### config.mk
export PLATFORM = sky130hd
export DESIGN_NAME = apb_uart_completer_flat
export DESIGN_NICKNAME = d
export VERILOG_FILES = /design/src/rtl/apb_uart_pkg.sv /design/src/rtl/apb_uart_completer_if.sv /design/src/rtl/apb_uart_completer.sv /design/src/flat_wrapper.sv
export SDC_FILE = /design/constraint.sdc
export NUM_CORES = 1
export LEC_CHECK = 0
export CORE_ASPECT_RATIO = 0.5
export CORE_MARGIN = 8
export CORE_UTILIZATION = 39
export DETAILED_ROUTE_END_ITERATION = 6
export HOLD_SLACK_MARGIN = 0.02
export PLACE_DENSITY = 0.84
export RECOVER_POWER = 100
export SLEW_MARGIN = 10
export SYNTH_ARGS = -nofsm -noshare
export SYNTH_HDL_FRONTEND = slang
export SYNTH_SLANG_ARGS = --single-unit
### constraint.sdc
create_clock -name PCLK -period 2.55 [get_ports PCLK]
set_input_delay 0.51 -clock PCLK [delete_from_list [all_inputs] [get_ports PCLK]]
set_output_delay 0.51 -clock PCLK [all_outputs]
set_load 0.02 [all_outputs]
### src/rtl/apb_uart_pkg.sv
// Shared definitions for the APB3 UART completer: register offsets,
// STATUS bit positions, FSM state encoding and error-counter width.
// Optional build macro: UART_IRQ_EN (maps IER at offset 0xC, adds irq).
package apb_uart_pkg;

    typedef enum logic [1:0] {
        ST_IDLE = 2'd0,
        ST_WAIT = 2'd1,
        ST_DONE = 2'd2
    } state_t;

    // Word offsets, taken from PADDR[3:2]
    localparam logic [1:0] REG_DATA   = 2'd0;
    localparam logic [1:0] REG_STATUS = 2'd1;
    localparam logic [1:0] REG_ERRCNT = 2'd2;
    localparam logic [1:0] REG_IER    = 2'd3;

    // STATUS register bit positions
    localparam int unsigned STAT_RX_EMPTY = 0;
    localparam int unsigned STAT_TX_FULL  = 1;
    localparam int unsigned STAT_TIMEOUT  = 2;

    localparam int unsigned ERRCNT_W = 8;
    localparam int unsigned IER_W    = 3;

endpackage

### src/rtl/apb_uart_completer_if.sv
// APB3 bus bundle between the bus master and the UART completer.
interface apb_uart_completer_if #(
    parameter int unsigned ADDR_W = 32
) ();

    logic              PSEL;
    logic              PENABLE;
    logic              PWRITE;
    logic [ADDR_W-1:0] PADDR;
    logic [31:0]       PWDATA;
    logic [31:0]       PRDATA;
    logic              PREADY;
    logic              PSLVERR;

    modport master (
        output PSEL, PENABLE, PWRITE, PADDR, PWDATA,
        input  PRDATA, PREADY, PSLVERR
    );

    modport slave (
        input  PSEL, PENABLE, PWRITE, PADDR, PWDATA,
        output PRDATA, PREADY, PSLVERR
    );

endinterface

### src/rtl/apb_uart_completer.sv
// APB3 completer mapping the UART core FIFO handshake onto a four-word
// register window (DATA, STATUS, ERRCNT, IER/unmapped). Blocked DATA
// accesses wait for the FIFO and fail with PSLVERR after TIMEOUT cycles.
// Optional build macro: UART_IRQ_EN (IER register at 0xC plus irq output).
module apb_uart_completer
    import apb_uart_pkg::*;
#(
    parameter int unsigned ADDR_W  = 32,
    parameter int unsigned TIMEOUT = 16,
    parameter int unsigned DATA_W  = 8
) (
    input  logic                 PCLK,
    input  logic                 PRESET,
    apb_uart_completer_if.slave  apb,
    output logic                 rd_uart,
    output logic                 wr_uart,
    output logic [DATA_W-1:0]    w_data,
    input  logic [DATA_W-1:0]    r_data,
    input  logic                 tx_full,
    input  logic                 rx_empty
`ifdef UART_IRQ_EN
    ,
    output logic                 irq
`endif
);

    localparam int unsigned CNT_W = (TIMEOUT > 0) ? $clog2(TIMEOUT + 1) : 1;
    localparam logic [CNT_W-1:0] CNT_LIMIT = CNT_W'(TIMEOUT);

    state_t                state_q, state_n;
    logic [1:0]            off_q, off_n;
    logic                  hi_bad_q, hi_bad_n;
    logic                  write_q, write_n;
    logic [31:0]           pwdata_q, pwdata_n;
    logic [CNT_W-1:0]      cnt_q, cnt_n, cnt_inc;
    logic                  sticky_q, sticky_n;
    logic [ERRCNT_W-1:0]   errcnt_q, errcnt_n;

    logic [31:0]           prdata_n;
    logic                  pready_n, pslverr_n;
    logic                  rd_n, wr_n;
    logic [DATA_W-1:0]     wdat_n;
    logic [31:0]           status;
    logic                  blocked, err, finish;

`ifdef UART_IRQ_EN
    logic [IER_W-1:0]      ier_q, ier_n;
    logic                  irq_n;
`endif

    // Address bits below the word offset and the upper write-data bits are
    // don't-cares for this register map.
    logic unused_bits;
    assign unused_bits = &{1'b0, apb.PADDR[1:0], pwdata_q};

    // Next-state and next-output decode; every output is registered below
    always_comb begin
        state_n   = state_q;
        off_n     = off_q;
        hi_bad_n  = hi_bad_q;
        write_n   = write_q;
        pwdata_n  = pwdata_q;
        cnt_n     = cnt_q;
        cnt_inc   = cnt_q + CNT_W'(1);
        sticky_n  = sticky_q;
        errcnt_n  = errcnt_q;
        prdata_n  = '0;
        pready_n  = 1'b0;
        pslverr_n = 1'b0;
        rd_n      = 1'b0;
        wr_n      = 1'b0;
        wdat_n    = '0;
        blocked   = 1'b0;
        err       = 1'b0;
        finish    = 1'b0;
`ifdef UART_IRQ_EN
        ier_n     = ier_q;
        irq_n     = |(ier_q & {sticky_q, ~tx_full, ~rx_empty});
`endif
        status                = '0;
        status[STAT_RX_EMPTY] = rx_empty;
        status[STAT_TX_FULL]  = tx_full;
        status[STAT_TIMEOUT]  = sticky_q;

        unique case (state_q)
            ST_IDLE: begin
                if (apb.PSEL && !apb.PENABLE) begin
                    state_n  = ST_WAIT;
                    off_n    = apb.PADDR[3:2];
                    hi_bad_n = |apb.PADDR[ADDR_W-1:4];
                    write_n  = apb.PWRITE;
                    pwdata_n = apb.PWDATA;
                    cnt_n    = '0;
                end
            end
            ST_WAIT: begin
                if (!apb.PSEL) begin
                    state_n = ST_IDLE;
                end else if (hi_bad_q) begin
                    err = 1'b1;
                end else begin
                    unique case (off_q)
                        REG_DATA: begin
                            if (write_q) begin
                                if (!tx_full) begin
                                    wr_n   = 1'b1;
                                    wdat_n = pwdata_q[DATA_W-1:0];
                                    finish = 1'b1;
                                end else begin
                                    blocked = 1'b1;
                                end
                            end else if (!rx_empty) begin
                                rd_n     = 1'b1;
                                prdata_n = 32'(r_data);
                                finish   = 1'b1;
                            end else begin
                                blocked = 1'b1;
                            end
                        end
                        REG_STATUS: begin
                            finish = 1'b1;
                            if (!write_q) begin
                                prdata_n = status;
                                sticky_n = 1'b0;
                            end
                        end
                        REG_ERRCNT: begin
                            finish = 1'b1;
                            if (write_q) errcnt_n = '0;
                            else         prdata_n = 32'(errcnt_q);
                        end
                        default: begin
`ifdef UART_IRQ_EN
                            finish = 1'b1;
                            if (write_q) ier_n    = pwdata_q[IER_W-1:0];
                            else         prdata_n = 32'(ier_q);
`else
                            err = 1'b1;
`endif
                        end
                    endcase
                end

                // Blocked DATA access: count stalled cycles, give up at the limit
                if (blocked && TIMEOUT != 0) begin
                    if (cnt_inc == CNT_LIMIT) begin
                        err      = 1'b1;
                        sticky_n = 1'b1;
                    end else begin
                        cnt_n = cnt_inc;
                    end
                end

                if (err) begin
                    finish    = 1'b1;
                    pslverr_n = 1'b1;
                    prdata_n  = '0;
                    if (errcnt_q != '1) errcnt_n = errcnt_q + ERRCNT_W'(1);
                end

                if (finish) begin
                    state_n  = ST_DONE;
                    pready_n = 1'b1;
                end
            end
            ST_DONE: state_n = ST_IDLE;
            default: state_n = ST_IDLE;
        endcase
    end

    // State, latched request and registered outputs
    always_ff @(posedge PCLK) begin
        if (PRESET) begin
            state_q     <= ST_IDLE;
            off_q       <= '0;
            hi_bad_q    <= 1'b0;
            write_q     <= 1'b0;
            pwdata_q    <= '0;
            cnt_q       <= '0;
            sticky_q    <= 1'b0;
            errcnt_q    <= '0;
            apb.PRDATA  <= '0;
            apb.PREADY  <= 1'b0;
            apb.PSLVERR <= 1'b0;
            rd_uart     <= 1'b0;
            wr_uart     <= 1'b0;
            w_data      <= '0;
`ifdef UART_IRQ_EN
            ier_q       <= '0;
            irq         <= 1'b0;
`endif
        end else begin
            state_q     <= state_n;
            off_q       <= off_n;
            hi_bad_q    <= hi_bad_n;
            write_q     <= write_n;
            pwdata_q    <= pwdata_n;
            cnt_q       <= cnt_n;
            sticky_q    <= sticky_n;
            errcnt_q    <= errcnt_n;
            apb.PRDATA  <= prdata_n;
            apb.PREADY  <= pready_n;
            apb.PSLVERR <= pslverr_n;
            rd_uart     <= rd_n;
            wr_uart     <= wr_n;
            w_data      <= wdat_n;
`ifdef UART_IRQ_EN
            ier_q       <= ier_n;
            irq         <= irq_n;
`endif
        end
    end

endmodule

### src/flat_wrapper.sv
// flat-port wrapper written by rule: the top's interface ports become plain ports
module apb_uart_completer_flat import apb_uart_pkg::*;
#(
    parameter int unsigned ADDR_W  = 32,
    parameter int unsigned TIMEOUT = 16,
    parameter int unsigned DATA_W  = 8
)
  (PCLK, PRESET, rd_uart, wr_uart, w_data, r_data, tx_full, rx_empty, apb_PSEL, apb_PENABLE, apb_PWRITE, apb_PADDR, apb_PWDATA, apb_PRDATA, apb_PREADY, apb_PSLVERR);
  apb_uart_completer_if #(.ADDR_W(ADDR_W)) apb_i ();
  input  logic PCLK;
  input  logic PRESET;
  output logic rd_uart;
  output logic wr_uart;
  output logic [DATA_W-1:0] w_data;
  input  logic [DATA_W-1:0] r_data;
  input  logic tx_full;
  input  logic rx_empty;
  input wire logic [$bits(apb_i.PSEL)-1:0] apb_PSEL;
  input wire logic [$bits(apb_i.PENABLE)-1:0] apb_PENABLE;
  input wire logic [$bits(apb_i.PWRITE)-1:0] apb_PWRITE;
  input wire logic [$bits(apb_i.PADDR)-1:0] apb_PADDR;
  input wire logic [$bits(apb_i.PWDATA)-1:0] apb_PWDATA;
  output wire logic [$bits(apb_i.PRDATA)-1:0] apb_PRDATA;
  output wire logic [$bits(apb_i.PREADY)-1:0] apb_PREADY;
  output wire logic [$bits(apb_i.PSLVERR)-1:0] apb_PSLVERR;
  assign apb_i.PSEL = apb_PSEL;
  assign apb_i.PENABLE = apb_PENABLE;
  assign apb_i.PWRITE = apb_PWRITE;
  assign apb_i.PADDR = apb_PADDR;
  assign apb_i.PWDATA = apb_PWDATA;
  assign apb_PRDATA = apb_i.PRDATA;
  assign apb_PREADY = apb_i.PREADY;
  assign apb_PSLVERR = apb_i.PSLVERR;
  apb_uart_completer #(.ADDR_W(ADDR_W), .TIMEOUT(TIMEOUT), .DATA_W(DATA_W)) u_core (.PCLK(PCLK), .PRESET(PRESET), .apb(apb_i), .rd_uart(rd_uart), .wr_uart(wr_uart), .w_data(w_data), .r_data(r_data), .tx_full(tx_full), .rx_empty(rx_empty));
endmodule
==> run metrics <==
setup TNS=0 ns; Post-CTS Setup Bufs=0; Area Overhead vs Synth=38.8%; I/O pin total=123; Seq/Total Area, Yosys=41.3%; Post-Route Utilization=54.7%; final count of hold timing violations=0; number of I/O port buffers=just over 70; Buf+Inv Stages, Crit Path=1; CP Launch Type=input pin; f_max=419 MHz; Synth top area share=slightly above 40%; WP data arrival=2.61 ns; design area=around 3200 µm²; grt ovf=0; HPWL after DPL=about 4.9 mm; Worst-Skew Late Latency=0.29 ns; Root Buffer=clkbuf_16; Yosys reg bits=48; Worst VDD drop=around 0.34 mV; Mapped Cells=between 200 and 300; worst endpoint required time=2.77 ns; worst-path maximum fanout=8; global placement routability congestion=approximately 0.87; Die W=about 130 µm; worst path cell trace=dlygate4sd3_1 > mux2_4 > and3_4 > a31oi_1 > or3b_1 > a21oi_2; Slew HR=55.5%; Critical Path Slowest Stage Cell=dlygate4sd3_1; Pwr per Cell Area=571 nW/µm²; Least-Margin Pin Slew=roughly 0.67 ns; site row count=20; dominant synthesized flop cell=dfxtp_1; die height=70.6 µm; Setup Crit Path Kind=in -> reg; Core ar.=5910 µm²; synthesized area per cell=8.74 µm²; synth warn=0; worst hold start=u_core.pwdata_q[3]$_SDFFE_PP0P_; Max stage delay on crit path=0.60 ns; CTS Buf Count=5; placed instance area=3070 µm²; GR Util All Layers=~14%; Top delay family on crit path=simple AND/OR/NAND/NOR gates; P_leak=between 1 and 1.5 nW; Post-Syn Area=~2300 µm²; status=completed; CP endpoint kind=register; WL/cell=14.9 µm; Setup crit start=rx_empty; vias in the first global route=slightly above 2000; CTS tree=done; largest net degree at the start of global routing=31; Fin Clk Skew=0.00567 ns; Initial Utilization=roughly two fifths; RSZ-0062 raised after global routing=false; # resized after CTS=0; max-slew violations=0; reg2reg start=u_core.errcnt_q[0]$_SDFFE_PP0P_; min Tclk post-route=2.39 ns; initial antenna violation count=0; Nets=427; final period utilization=93.6%; top cells by area, synth=dfxtp_1, buf_4, nand2_1; Synth cell types=53; Total Die Area=8840 µm²; Sink Count=48; hold buffers post-CTS=0; DRC Markers=0; post-route antenna net violation count=0; cell taking the most area after synthesis=dfxtp_1; diode count=0; Clk pin slew, worst setup/hold paths=0.07 ns; DR vias=2138; Worst Hold Class=reg -> reg; first-pass GRT wire length=approximately 10 mm; Synth async-reset ratio=0%; fraction of layout cells with a size suffix above 1=between 10 and 15%; Vias/cell=5.10; Setup violations, final=0; Post-synth EDFFs=0; drt first pass iters=4; maxcap violations=0; H-tree levels=2; Longest Clk Path Bufs=2; Total Wirelength=~6.2 mm; Iter 0 DRT Violations=198
stage by stage:
stage | hold slack (ns) | total power [mW] | std cells | setup WS, ns
detailed placement | 0.439 | 1.01 | 411 | 0.0586
CTS | 0.453 | 1.87 | 419 | 0.328
global route | 0.471 | 1.92 | 419 | 0.145
finish | 0.450 | 1.84 | 419 | 0.164
floorplan | 0.430 | 0.926 | 289 | 0.678
global placement | 0.437 | 1.01 | 411 | 0.0656
worst paths after layout:
path	depth (start not counted)	slack, ns	to
setup / recovery	6	0.16	u_core.apb.PRDATA[0]$_SDFF_PP0_
hold / removal	2	0.45	u_core.pwdata_q[3]$_SDFFE_PP0P_
setup reg to reg	6	0.45	u_core.errcnt_q[5]$_SDFFE_PP0P_
hold reg to reg	2	0.45	u_core.pwdata_q[3]$_SDFFE_PP0P_
cell families after synthesis:
kind of cell	Yosys count	synth area share [%]
simple gates	114	26.2
compound gates	49	15.5
flops	48	41.3
buf+inv	43	11.1
fa+ha+maj	7	3.77
mux	3	1.56
other cells	1	0.161
xor+xnor	1	0.377
cells in the mapped netlist (2+ instances only):
cell type,instances
nor2_2,6
a21oi_2,2
nor2_1,9
buf_4,24
nor4_1,8
or3_1,3
dfxtp_1,48
ha_1,7
o32ai_1,8
a222oi_1,2
o22ai_1,2
a22oi_1,6
and2_1,8
nand3_1,14
clkbuf_1,8
nor3_1,8
nand2_1,36
a21oi_1,17
and2_2,2
buf_1,2
inv_1,7
a31oi_1,2
nand4_1,5
nand2b_1,3
area by class of cell:
type                       instances  area (µm²)
fill                             544        2680
tap                               77        96.3
clock inverter                     3        68.8
timing repair buffer              80         763
clock buffer                       5         125
inverter                           8        30.0
sequential                        48         961
multi-input combinational        198        1180
sequential cells by signal, summed over array words and instances (netlist names), 2 cells and up:
name,count
u_core.off_q,2
u_core.pwdata_q,8
u_core.apb.PRDATA,8
u_core.w_data,8
u_core.cnt_q,5
u_core.state_q,2
u_core.errcnt_q,8
power by group:
group	total [mW]	internal [mW]	switching, mW
clock network	0.850	0.565	0.285
logic	0.223	0.107	0.116
registers	0.772	0.762	0.00960
total	1.84	1.43	0.410
layout by cell type (no fill, tap or decap), types with 4 or more instances in the layout:
cell type        count
a21oi_1             17
nor2_2               6
nor4_1               8
and2_1               4
inv_1                7
clkbuf_1             4
nor2_1               9
nand2_1             36
ha_1                 7
nor3_1               8
o32ai_1              8
and2_0               4
conb_1              24
clkdlybuf4s50_1     50
nand4_1              5
dfxtp_1             48
a22oi_1              6
clkbuf_16            5
nand3_1             14
dlygate4sd3_1       22
layer usage:
| metal | global-route usage (%) | share of wire (%) | vias up |
|---|---|---|---|
| met1 | 19.0 | 47 | 981 |
| met3 | 5.92 | 11 | 6 |
| met4 | 4.41 | 1.2 | 0 |
| met5 | 0 | 0 | - |
| li1 | - | - | 1050 |
| met2 | 20.0 | 41 | 101 |
worst reg2reg max path, cell delays in order (launching register included):
cell and delay, ns:
dfxtp_1 0.40, ha_1 0.28, nand3_1 0.10, or4_1 0.52
a32oi_1 0.26, a21oi_2 0.17, o32ai_1 0.28
Note: power is estimated with default switching activity, not from simulation.
